## src/rtl/vga_timing_pkg.sv

```systemverilog
// VGA raster timing constants and phase encoding shared by the sync generator.
// Defaults describe 640x480@60 with a 25 MHz pixel rate.
package vga_timing_pkg;

  localparam int H_VISIBLE_D = 640;
  localparam int H_FRONT_D   = 16;
  localparam int H_SYNC_D    = 96;
  localparam int H_BACK_D    = 48;
  localparam int H_TOTAL_D   =
    H_VISIBLE_D + H_FRONT_D + H_SYNC_D + H_BACK_D;

  localparam int V_VISIBLE_D = 480;
  localparam int V_FRONT_D   = 10;
  localparam int V_SYNC_D    = 2;
  localparam int V_BACK_D    = 33;
  localparam int V_TOTAL_D   =
    V_VISIBLE_D + V_FRONT_D + V_SYNC_D + V_BACK_D;

  localparam int CLK_DIV_D = 2;
  localparam int COORD_W_D = 10;

  typedef enum logic [1:0] {
    ACT = 2'd0,
    FP  = 2'd1,
    SY  = 2'd2,
    BP  = 2'd3
  } phase_e;

  function automatic int axis_total(
    input int vis,
    input int front,
    input int sync,
    input int back
  );
    return vis + front + sync + back;
  endfunction

endpackage

```

## src/rtl/contador_eje.sv

```systemverilog
// One raster axis: position counter plus visible/porch/sync phase tracker.
// `phase` reports the phase the axis holds after the current edge.
module contador_eje
  import vga_timing_pkg::*;
#(
  parameter int W       = COORD_W_D,
  parameter int VISIBLE = H_VISIBLE_D,
  parameter int FRONT   = H_FRONT_D,
  parameter int SYNC    = H_SYNC_D,
  parameter int BACK    = H_BACK_D
) (
  input  logic         clk,
  input  logic         reset,
  input  logic         adv,
  output logic [W-1:0] count,
  output phase_e       phase,
  output logic         wrap
);

  localparam int TOTAL = axis_total(VISIBLE, FRONT, SYNC, BACK);

  localparam logic [W-1:0] LAST_ACT = W'(VISIBLE - 1);
  localparam logic [W-1:0] LAST_FP  = W'(VISIBLE + FRONT - 1);
  localparam logic [W-1:0] LAST_SY  = W'(VISIBLE + FRONT + SYNC - 1);
  localparam logic [W-1:0] LAST     = W'(TOTAL - 1);

  logic [W-1:0] count_q, count_d;
  phase_e       phase_q, phase_d;
  logic         wrap_d;

  always_comb begin
    count_d = count_q;
    phase_d = phase_q;
    wrap_d  = adv && (count_q == LAST);
    if (adv) begin
      count_d = wrap_d ? '0 : count_q + 1'b1;
      case (phase_q)
        ACT: if (count_q == LAST_ACT) phase_d = FP;
        FP:  if (count_q == LAST_FP)  phase_d = SY;
        SY:  if (count_q == LAST_SY)  phase_d = BP;
        BP:  if (wrap_d)              phase_d = ACT;
        default:                      phase_d = ACT;
      endcase
    end
  end

  always_ff @(posedge clk or posedge reset) begin
    if (reset) begin
      count_q <= '0;
      phase_q <= ACT;
    end else begin
      count_q <= count_d;
      phase_q <= phase_d;
    end
  end

  assign count = count_q;
  assign phase = phase_d;
  assign wrap  = wrap_d;

endmodule

```

## src/rtl/control_de_sincronia.sv

```systemverilog
// VGA sync generator: pixel-rate divider, H/V raster counters and
// registered sync/blank/coordinate outputs that all describe one pixel.
module control_de_sincronia
  import vga_timing_pkg::*;
#(
  parameter int CLK_DIV   = CLK_DIV_D,
  parameter int H_VISIBLE = H_VISIBLE_D,
  parameter int H_FRONT   = H_FRONT_D,
  parameter int H_SYNC    = H_SYNC_D,
  parameter int H_BACK    = H_BACK_D,
  parameter int V_VISIBLE = V_VISIBLE_D,
  parameter int V_FRONT   = V_FRONT_D,
  parameter int V_SYNC    = V_SYNC_D,
  parameter int V_BACK    = V_BACK_D,
  parameter bit SYNC_POL  = 1'b0,
  parameter int COORD_W   = COORD_W_D
) (
  input  logic               clk,
  input  logic               reset,
  output logic               pixel_tick,
  output logic               hsync,
  output logic               vsync,
  output logic               blank,
  output logic [COORD_W-1:0] pixel_x,
  output logic [COORD_W-1:0] pixel_y,
  output logic               line_start,
  output logic               frame_start
);

  localparam int DIV_W = (CLK_DIV > 1) ? $clog2(CLK_DIV) : 1;
  localparam logic [DIV_W-1:0] DIV_LAST = DIV_W'(CLK_DIV - 1);

  logic [DIV_W-1:0] div_q, div_d;
  logic             adv;

  logic               h_wrap, v_wrap, v_adv;
  phase_e             h_phase, v_phase;
  logic [COORD_W-1:0] h_count, v_count;

  logic tick_q, tick_d;
  logic hsync_q, hsync_d;
  logic vsync_q, vsync_d;
  logic blank_q, blank_d;
  logic line_q, line_d;
  logic frame_q, frame_d;

  assign adv   = (div_q == DIV_LAST);
  assign v_adv = adv & h_wrap;

  contador_eje #(
    .W       (COORD_W),
    .VISIBLE (H_VISIBLE),
    .FRONT   (H_FRONT),
    .SYNC    (H_SYNC),
    .BACK    (H_BACK)
  ) u_h (
    .clk   (clk),
    .reset (reset),
    .adv   (adv),
    .count (h_count),
    .phase (h_phase),
    .wrap  (h_wrap)
  );

  contador_eje #(
    .W       (COORD_W),
    .VISIBLE (V_VISIBLE),
    .FRONT   (V_FRONT),
    .SYNC    (V_SYNC),
    .BACK    (V_BACK)
  ) u_v (
    .clk   (clk),
    .reset (reset),
    .adv   (v_adv),
    .count (v_count),
    .phase (v_phase),
    .wrap  (v_wrap)
  );

  // Outputs register the next-state phases so they land with the counters.
  always_comb begin
    div_d   = adv ? '0 : div_q + 1'b1;
    tick_d  = adv;
    hsync_d = (h_phase == SY) ? SYNC_POL : ~SYNC_POL;
    vsync_d = (v_phase == SY) ? SYNC_POL : ~SYNC_POL;
    blank_d = (h_phase != ACT) || (v_phase != ACT);
    line_d  = h_wrap;
    frame_d = v_wrap;
  end

  always_ff @(posedge clk or posedge reset) begin
    if (reset) begin
      div_q   <= '0;
      tick_q  <= 1'b0;
      hsync_q <= ~SYNC_POL;
      vsync_q <= ~SYNC_POL;
      blank_q <= 1'b1;
      line_q  <= 1'b0;
      frame_q <= 1'b0;
    end else begin
      div_q   <= div_d;
      tick_q  <= tick_d;
      hsync_q <= hsync_d;
      vsync_q <= vsync_d;
      blank_q <= blank_d;
      line_q  <= line_d;
      frame_q <= frame_d;
    end
  end

  assign pixel_tick  = tick_q;
  assign hsync       = hsync_q;
  assign vsync       = vsync_q;
  assign blank       = blank_q;
  assign pixel_x     = h_count;
  assign pixel_y     = v_count;
  assign line_start  = line_q;
  assign frame_start = frame_q;

endmodule

```

## config.mk

```make
export PLATFORM = sky130hd
export DESIGN_NAME = control_de_sincronia
export DESIGN_NICKNAME = d
export VERILOG_FILES = /design/src/rtl/vga_timing_pkg.sv /design/src/rtl/contador_eje.sv /design/src/rtl/control_de_sincronia.sv
export SDC_FILE = /design/constraint.sdc
export NUM_CORES = 1
export LEC_CHECK = 0
export ABC_AREA = 1
export CAP_MARGIN = 10
export CORE_MARGIN = 2
export CORE_UTILIZATION = 45
export CTS_CLUSTER_SIZE = 24
export DETAILED_ROUTE_END_ITERATION = 10
export HOLD_SLACK_MARGIN = 0.05
export PLACE_DENSITY_LB_ADDON = 0.15
export SYNTH_ARGS = -nofsm -noshare
export SYNTH_HDL_FRONTEND = slang
export SYNTH_SLANG_ARGS = --single-unit
```

## constraint.sdc

```tcl
create_clock -name clk -period 1.9 [get_ports clk]
set_input_delay 0.38 -clock clk [delete_from_list [all_inputs] [get_ports clk]]
set_output_delay 0.38 -clock clk [all_outputs]
set_load 0.05 [all_outputs]
```

==> report_table.html <==
<table>
<tr><th>Metric</th><th>Value</th></tr>
<tr><th colspan="2">Job</th></tr>
<tr><td>Max-cap violations</td><td>0</td></tr>
<tr><th colspan="2">Synth</th></tr>
<tr><td>Net Count, Synth</td><td>240</td></tr>
<tr><td>Average footprint of a synthesized cell</td><td>around 7.6 µm²</td></tr>
<tr><td>Largest cells by area after synthesis</td><td>sky130_fd_sc_hd__dfrtp_1, sky130_fd_sc_hd__nand2_1, sky130_fd_sc_hd__inv_1</td></tr>
<tr><td>Seq cells post-synth</td><td>31</td></tr>
<tr><td>Fraction of the yosys area taken by sequential cells</td><td>43.72%</td></tr>
<tr><td>Synth Instances</td><td>about 230</td></tr>
<tr><td>Share of the synthesized area in the top cell type</td><td>around two fifths</td></tr>
<tr><td>Cell type contributing the most total cell area after synthesis</td><td>sky130_fd_sc_hd__dfrtp_1</td></tr>
<tr><td>Distinct cell type count after synthesis</td><td>27</td></tr>
<tr><td>Cell area after technology mapping</td><td>1783 µm²</td></tr>
<tr><td>Yosys synthesis warning count</td><td>0</td></tr>
<tr><th colspan="2">Final layout</th></tr>
<tr><td>Post-route non-filler standard cell count</td><td>between 300 and 400</td></tr>
<tr><td>Fillers</td><td>between 300 and 400</td></tr>
<tr><td>Total Nets Final</td><td>~280</td></tr>
<tr><td>Area taken by flip-flops and latches</td><td>just under 800 µm²</td></tr>
<tr><td>Number of antenna repair diodes</td><td>0</td></tr>
<tr><td>Area Growth Syn to Fin</td><td>22.25%</td></tr>
<tr><td>Multi-input gate area in the final layout</td><td>roughly 840 µm²</td></tr>
<tr><td>Ratio of cells with drive above 1 in the final layout</td><td>19.63%</td></tr>
<tr><th colspan="2">Global routing</th></tr>
<tr><td>Via count of the first global-routing pass</td><td>1474</td></tr>
<tr><td>Antenna violations before repair</td><td>0</td></tr>
<tr><td>Global-route wire length before repair</td><td>approximately 6.7 mm</td></tr>
<tr><td>Routing usage on met3</td><td>5.912%</td></tr>
<tr><td>Total track usage</td><td>20.11%</td></tr>
<tr><td>Largest net degree at the start of global routing</td><td>32</td></tr>
<tr><td>Residual overflow from global routing</td><td>0</td></tr>
<tr><td>Top Usage Layer GRT</td><td>met2</td></tr>
<tr><td>Met1 global-route usage</td><td>approximately 28%</td></tr>
<tr><td>Met2 Track Usage GR</td><td>between 20% and 30%</td></tr>
<tr><th colspan="2">Detailed routing</th></tr>
<tr><td>Avg Vias per Cell</td><td>a little under 5</td></tr>
<tr><td>Router iterations before antenna repair</td><td>4</td></tr>
<tr><td>Number of nets with antenna violations after routing</td><td>0</td></tr>
<tr><td>Total number of vias</td><td>1560</td></tr>
<tr><td>DR DRC count</td><td>0</td></tr>
<tr><td>WL per Instance</td><td>~12 µm</td></tr>
<tr><td>Routed wire length</td><td>roughly 3.8 mm</td></tr>
<tr><td>Number of design-rule violations left by the first detailed-router iteration</td><td>79</td></tr>
<tr><th colspan="2">Floorplan</th></tr>
<tr><td>Num ports</td><td>28</td></tr>
<tr><td>Area of the die</td><td>around 4500 µm²</td></tr>
<tr><td>Starting Density</td><td>about 48%</td></tr>
<tr><td>X dimension of the die</td><td>around 67 µm</td></tr>
<tr><td>Row count</td><td>22</td></tr>
<tr><td>CORE AREA</td><td>between 3000 and 4000 µm²</td></tr>
<tr><td>Vert. Die Dim</td><td>about 67 µm</td></tr>
<tr><th colspan="2">Timing</th></tr>
<tr><td>Fmax</td><td>between 500 and 600 MHz</td></tr>
<tr><td>Remaining max-slew budget at the tightest pin</td><td>roughly two thirds</td></tr>
<tr><td>Final worst hold slack</td><td>0.4580 ns</td></tr>
<tr><td>Final hold vios</td><td>0</td></tr>
<tr><td>Setup TNS</td><td>0 ns</td></tr>
<tr><td>Final clock period utilization by the worst path</td><td>between 90% and 100%</td></tr>
<tr><td>Worst Clk Skew</td><td>~0.0083 ns</td></tr>
<tr><td>Slew Limit Fails</td><td>0</td></tr>
<tr><td>Worst Tran Pin Value</td><td>slightly below 0.5 ns</td></tr>
<tr><td>Time the final worst path needs with I/O delays and setup</td><td>roughly 1.8 ns</td></tr>
<tr><td>Setup repair after global routing missed its margin</td><td>false</td></tr>
<tr><td>Final Setup Violations</td><td>0</td></tr>
<tr><th colspan="2">Critical path</th></tr>
<tr><td>Crit path max fanout</td><td>1</td></tr>
<tr><td>Maximum single-stage delay on the critical path</td><td>0.79 ns</td></tr>
<tr><td>Logic depth of the worst path, buffers included</td><td>1</td></tr>
<tr><td>Data required time of the critical path</td><td>around 1.5 ns</td></tr>
<tr><td>Data arrival, critical path</td><td>1.41 ns</td></tr>
<tr><td>Sequence of cells on the critical path</td><td>clkdlybuf4s50_1</td></tr>
<tr><td>Crit path capture type</td><td>output pin</td></tr>
<tr><td>Cell count of the worst reg-to-reg path</td><td>11</td></tr>
<tr><td>CP Class</td><td>flip-flop to output pin</td></tr>
<tr><td>Worst setup SP type</td><td>flip-flop</td></tr>
<tr><td>Number of buffer and inverter stages on the critical path</td><td>1</td></tr>
<tr><td>CP max stage cell</td><td>sky130_fd_sc_hd__clkdlybuf4s50_1</td></tr>
<tr><td>Cell family with the largest share of critical-path delay</td><td>buffers and inverters</td></tr>
<tr><th colspan="2">Power and ir drop</th></tr>
<tr><td>Part of the total power dissipated in sequential elements</td><td>between 40% and 50%</td></tr>
<tr><td>Clock Power Share</td><td>between 50 and 60%</td></tr>
<tr><td>Internal Pwr Total</td><td>between 1000 and 1500 µW</td></tr>
<tr><td>Logic pwr share</td><td>under 10%</td></tr>
<tr><td>Post-layout power</td><td>around 1400 µW</td></tr>
<tr><td>Peak VDD IR</td><td>0.0004236 V</td></tr>
<tr><td>Switching part of the total power</td><td>20.11%</td></tr>
<tr><td>Leakage power total</td><td>~0.0011 µW</td></tr>
<tr><td>Net switching power</td><td>273.8 µW</td></tr>
<tr><td>Power per cell area</td><td>roughly 620 nW/µm²</td></tr>
<tr><th colspan="2">Placed design</th></tr>
<tr><td>Number of instances in the placed design</td><td>between 300 and 400</td></tr>
<tr><td>Total half-perimeter wirelength after legalization and detailed placement</td><td>2.795 mm</td></tr>
<tr><td>Last weighted congestion value of the routability-driven placer</td><td>between 0.9 and 1</td></tr>
<tr><td>Buffers on Ports</td><td>27</td></tr>
<tr><th colspan="2">Clock tree</th></tr>
<tr><td>Clock-pin slew on the worst setup and hold paths</td><td>approximately 0.07 ns</td></tr>
<tr><td>Clock Tree Root</td><td>sky130_fd_sc_hd__clkbuf_8</td></tr>
<tr><td>H-tree levels</td><td>2</td></tr>
<tr><td># hold bufs at CTS</td><td>0</td></tr>
<tr><td>TritonCTS sink count</td><td>31</td></tr>
<tr><td>Setup fix buffers added after clock tree synthesis</td><td>0</td></tr>
<tr><td>Buffer depth of the longest clock path</td><td>2</td></tr>
<tr><td>CTS tree</td><td>built</td></tr>
<tr><td>CTS resizes</td><td>0</td></tr>
<tr><td>Number of buffers inserted during clock tree synthesis</td><td>5</td></tr>
<tr><td>Clk_lat worst skew</td><td>0.29 ns</td></tr>
<tr><th colspan="2">Worst hold path</th></tr>
<tr><td>Path type of the worst min-delay path</td><td>primary input to asynchronous set/reset pin</td></tr>
<tr><th colspan="2">Outcome</th></tr>
<tr><td>Status</td><td>finished, final reports clean</td></tr>
</table>
## through the flow
stage	util (%)	setup WS (ns)	cell area, µm²
global route	58.22	0.006369	2180
finish	58.22	0.1130	2180
CTS	58.02	0.1050	2172
detailed placement	54.88	0.1549	2054
global placement	54.88	0.2238	2054
floorplan	-	0.005678	1783
## routing by layer
layer / vias up / part of all wire (%)
li1: 808 / -
met1: 696 / 48
met2: 52 / 45
met3: 4 / 5.9
met4: 0 / 1.1
met5: - / 0
## path summary, 6_finish.rpt
path	slack, ns	startpoint	endpoint
max	0.11	frame_start	frame_start
min	0.46	reset	frame_start
max reg2reg	0.25	u_v.count[0]	u_v.phase_q[0]
min reg2reg	0.55	u_h.count[1]	u_h.count[1]
max in group asynchronous	1.12	reset	vsync
min in group clk	0.55	u_h.count[1]	u_h.count[1]
## Yosys cell counts
library cell               number
sky130_fd_sc_hd__a211oi_1       1
sky130_fd_sc_hd__a21boi_0       1
sky130_fd_sc_hd__a21oi_1        7
sky130_fd_sc_hd__and2_1         1
sky130_fd_sc_hd__buf_2          1
sky130_fd_sc_hd__buf_4          1
sky130_fd_sc_hd__buf_6          1
sky130_fd_sc_hd__dfrtp_1       28
sky130_fd_sc_hd__dfstp_2        3
sky130_fd_sc_hd__ha_1           4
sky130_fd_sc_hd__inv_1         37
sky130_fd_sc_hd__inv_2          1
sky130_fd_sc_hd__nand2_1       48
sky130_fd_sc_hd__nand2_2        5
sky130_fd_sc_hd__nand3_1       20
sky130_fd_sc_hd__nand3_2        2
sky130_fd_sc_hd__nand4_1        5
sky130_fd_sc_hd__nor2_1        30
sky130_fd_sc_hd__nor2_2         3
sky130_fd_sc_hd__nor2_4         2
sky130_fd_sc_hd__nor3_1        10
sky130_fd_sc_hd__nor3_2         1
sky130_fd_sc_hd__nor4_1         2
sky130_fd_sc_hd__nor4_4         1
sky130_fd_sc_hd__o21a_1         1
sky130_fd_sc_hd__o21ai_0       12
sky130_fd_sc_hd__xor2_1         6
## worst min-delay path: stages
cell                              delay [ns]
sky130_fd_sc_hd__clkdlybuf4s50_1        0.39
sky130_fd_sc_hd__inv_1                  0.05
sky130_fd_sc_hd__buf_4                  0.34
## cell usage in the layout, fill, tap and decap left out, types with 3 or more instances in the layout
master,count
sky130_fd_sc_hd__a21oi_1,7
sky130_fd_sc_hd__buf_4,27
sky130_fd_sc_hd__clkbuf_8,6
sky130_fd_sc_hd__clkdlybuf4s50_1,4
sky130_fd_sc_hd__dfrtp_1,28
sky130_fd_sc_hd__dfstp_2,3
sky130_fd_sc_hd__ha_1,4
sky130_fd_sc_hd__inv_1,37
sky130_fd_sc_hd__nand2_1,48
sky130_fd_sc_hd__nand2_2,5
sky130_fd_sc_hd__nand3_1,20
sky130_fd_sc_hd__nand4_1,5
sky130_fd_sc_hd__nor2_1,30
sky130_fd_sc_hd__nor2_2,3
sky130_fd_sc_hd__nor3_1,10
sky130_fd_sc_hd__o21ai_0,12
sky130_fd_sc_hd__xor2_1,6
## final cells by class
cell class                      instances  area share, %
Multi-Input combinational cell        162          38.40
Inverter                               38          6.544
Timing Repair Buffer                   31          11.14
Sequential cell                        31          35.76
Clock inverter                          2          1.607
Tap cell                               48          2.755
Clock buffer                            6          3.789
## power groups by stage
stage	logic, µW	registers [µW]	clock network (µW)
floorplan	9.69	672	0
global placement	16.9	672	0
detailed placement	17.3	672	0
CTS	17.1	660	695
global route	19.3	660	724
finish	15.6	660	685
## registers in the layout (all words and copies together) (netlist names)
| name | cells |
|---|---|
| u_h.count | 10 |
| pixel_tick | 1 |
| u_v.phase_q | 2 |
| frame_start | 1 |
| line_start | 1 |
| u_h.phase_q | 2 |
| hsync | 1 |
| adv | 1 |
| blank | 1 |
| u_v.count | 10 |
| vsync | 1 |
## cells by family after synthesis
| kind of cell | Yosys count | share of synthesized area (%) |
|---|---|---|
| compound gates | 22 | 6.597 |
| xor+xnor | 6 | 2.947 |
| fa+ha+maj | 4 | 2.807 |
| buf+inv | 41 | 9.333 |
| flops | 31 | 43.72 |
| simple gates | 130 | 34.60 |
Power figures use the tool's default switching activity.
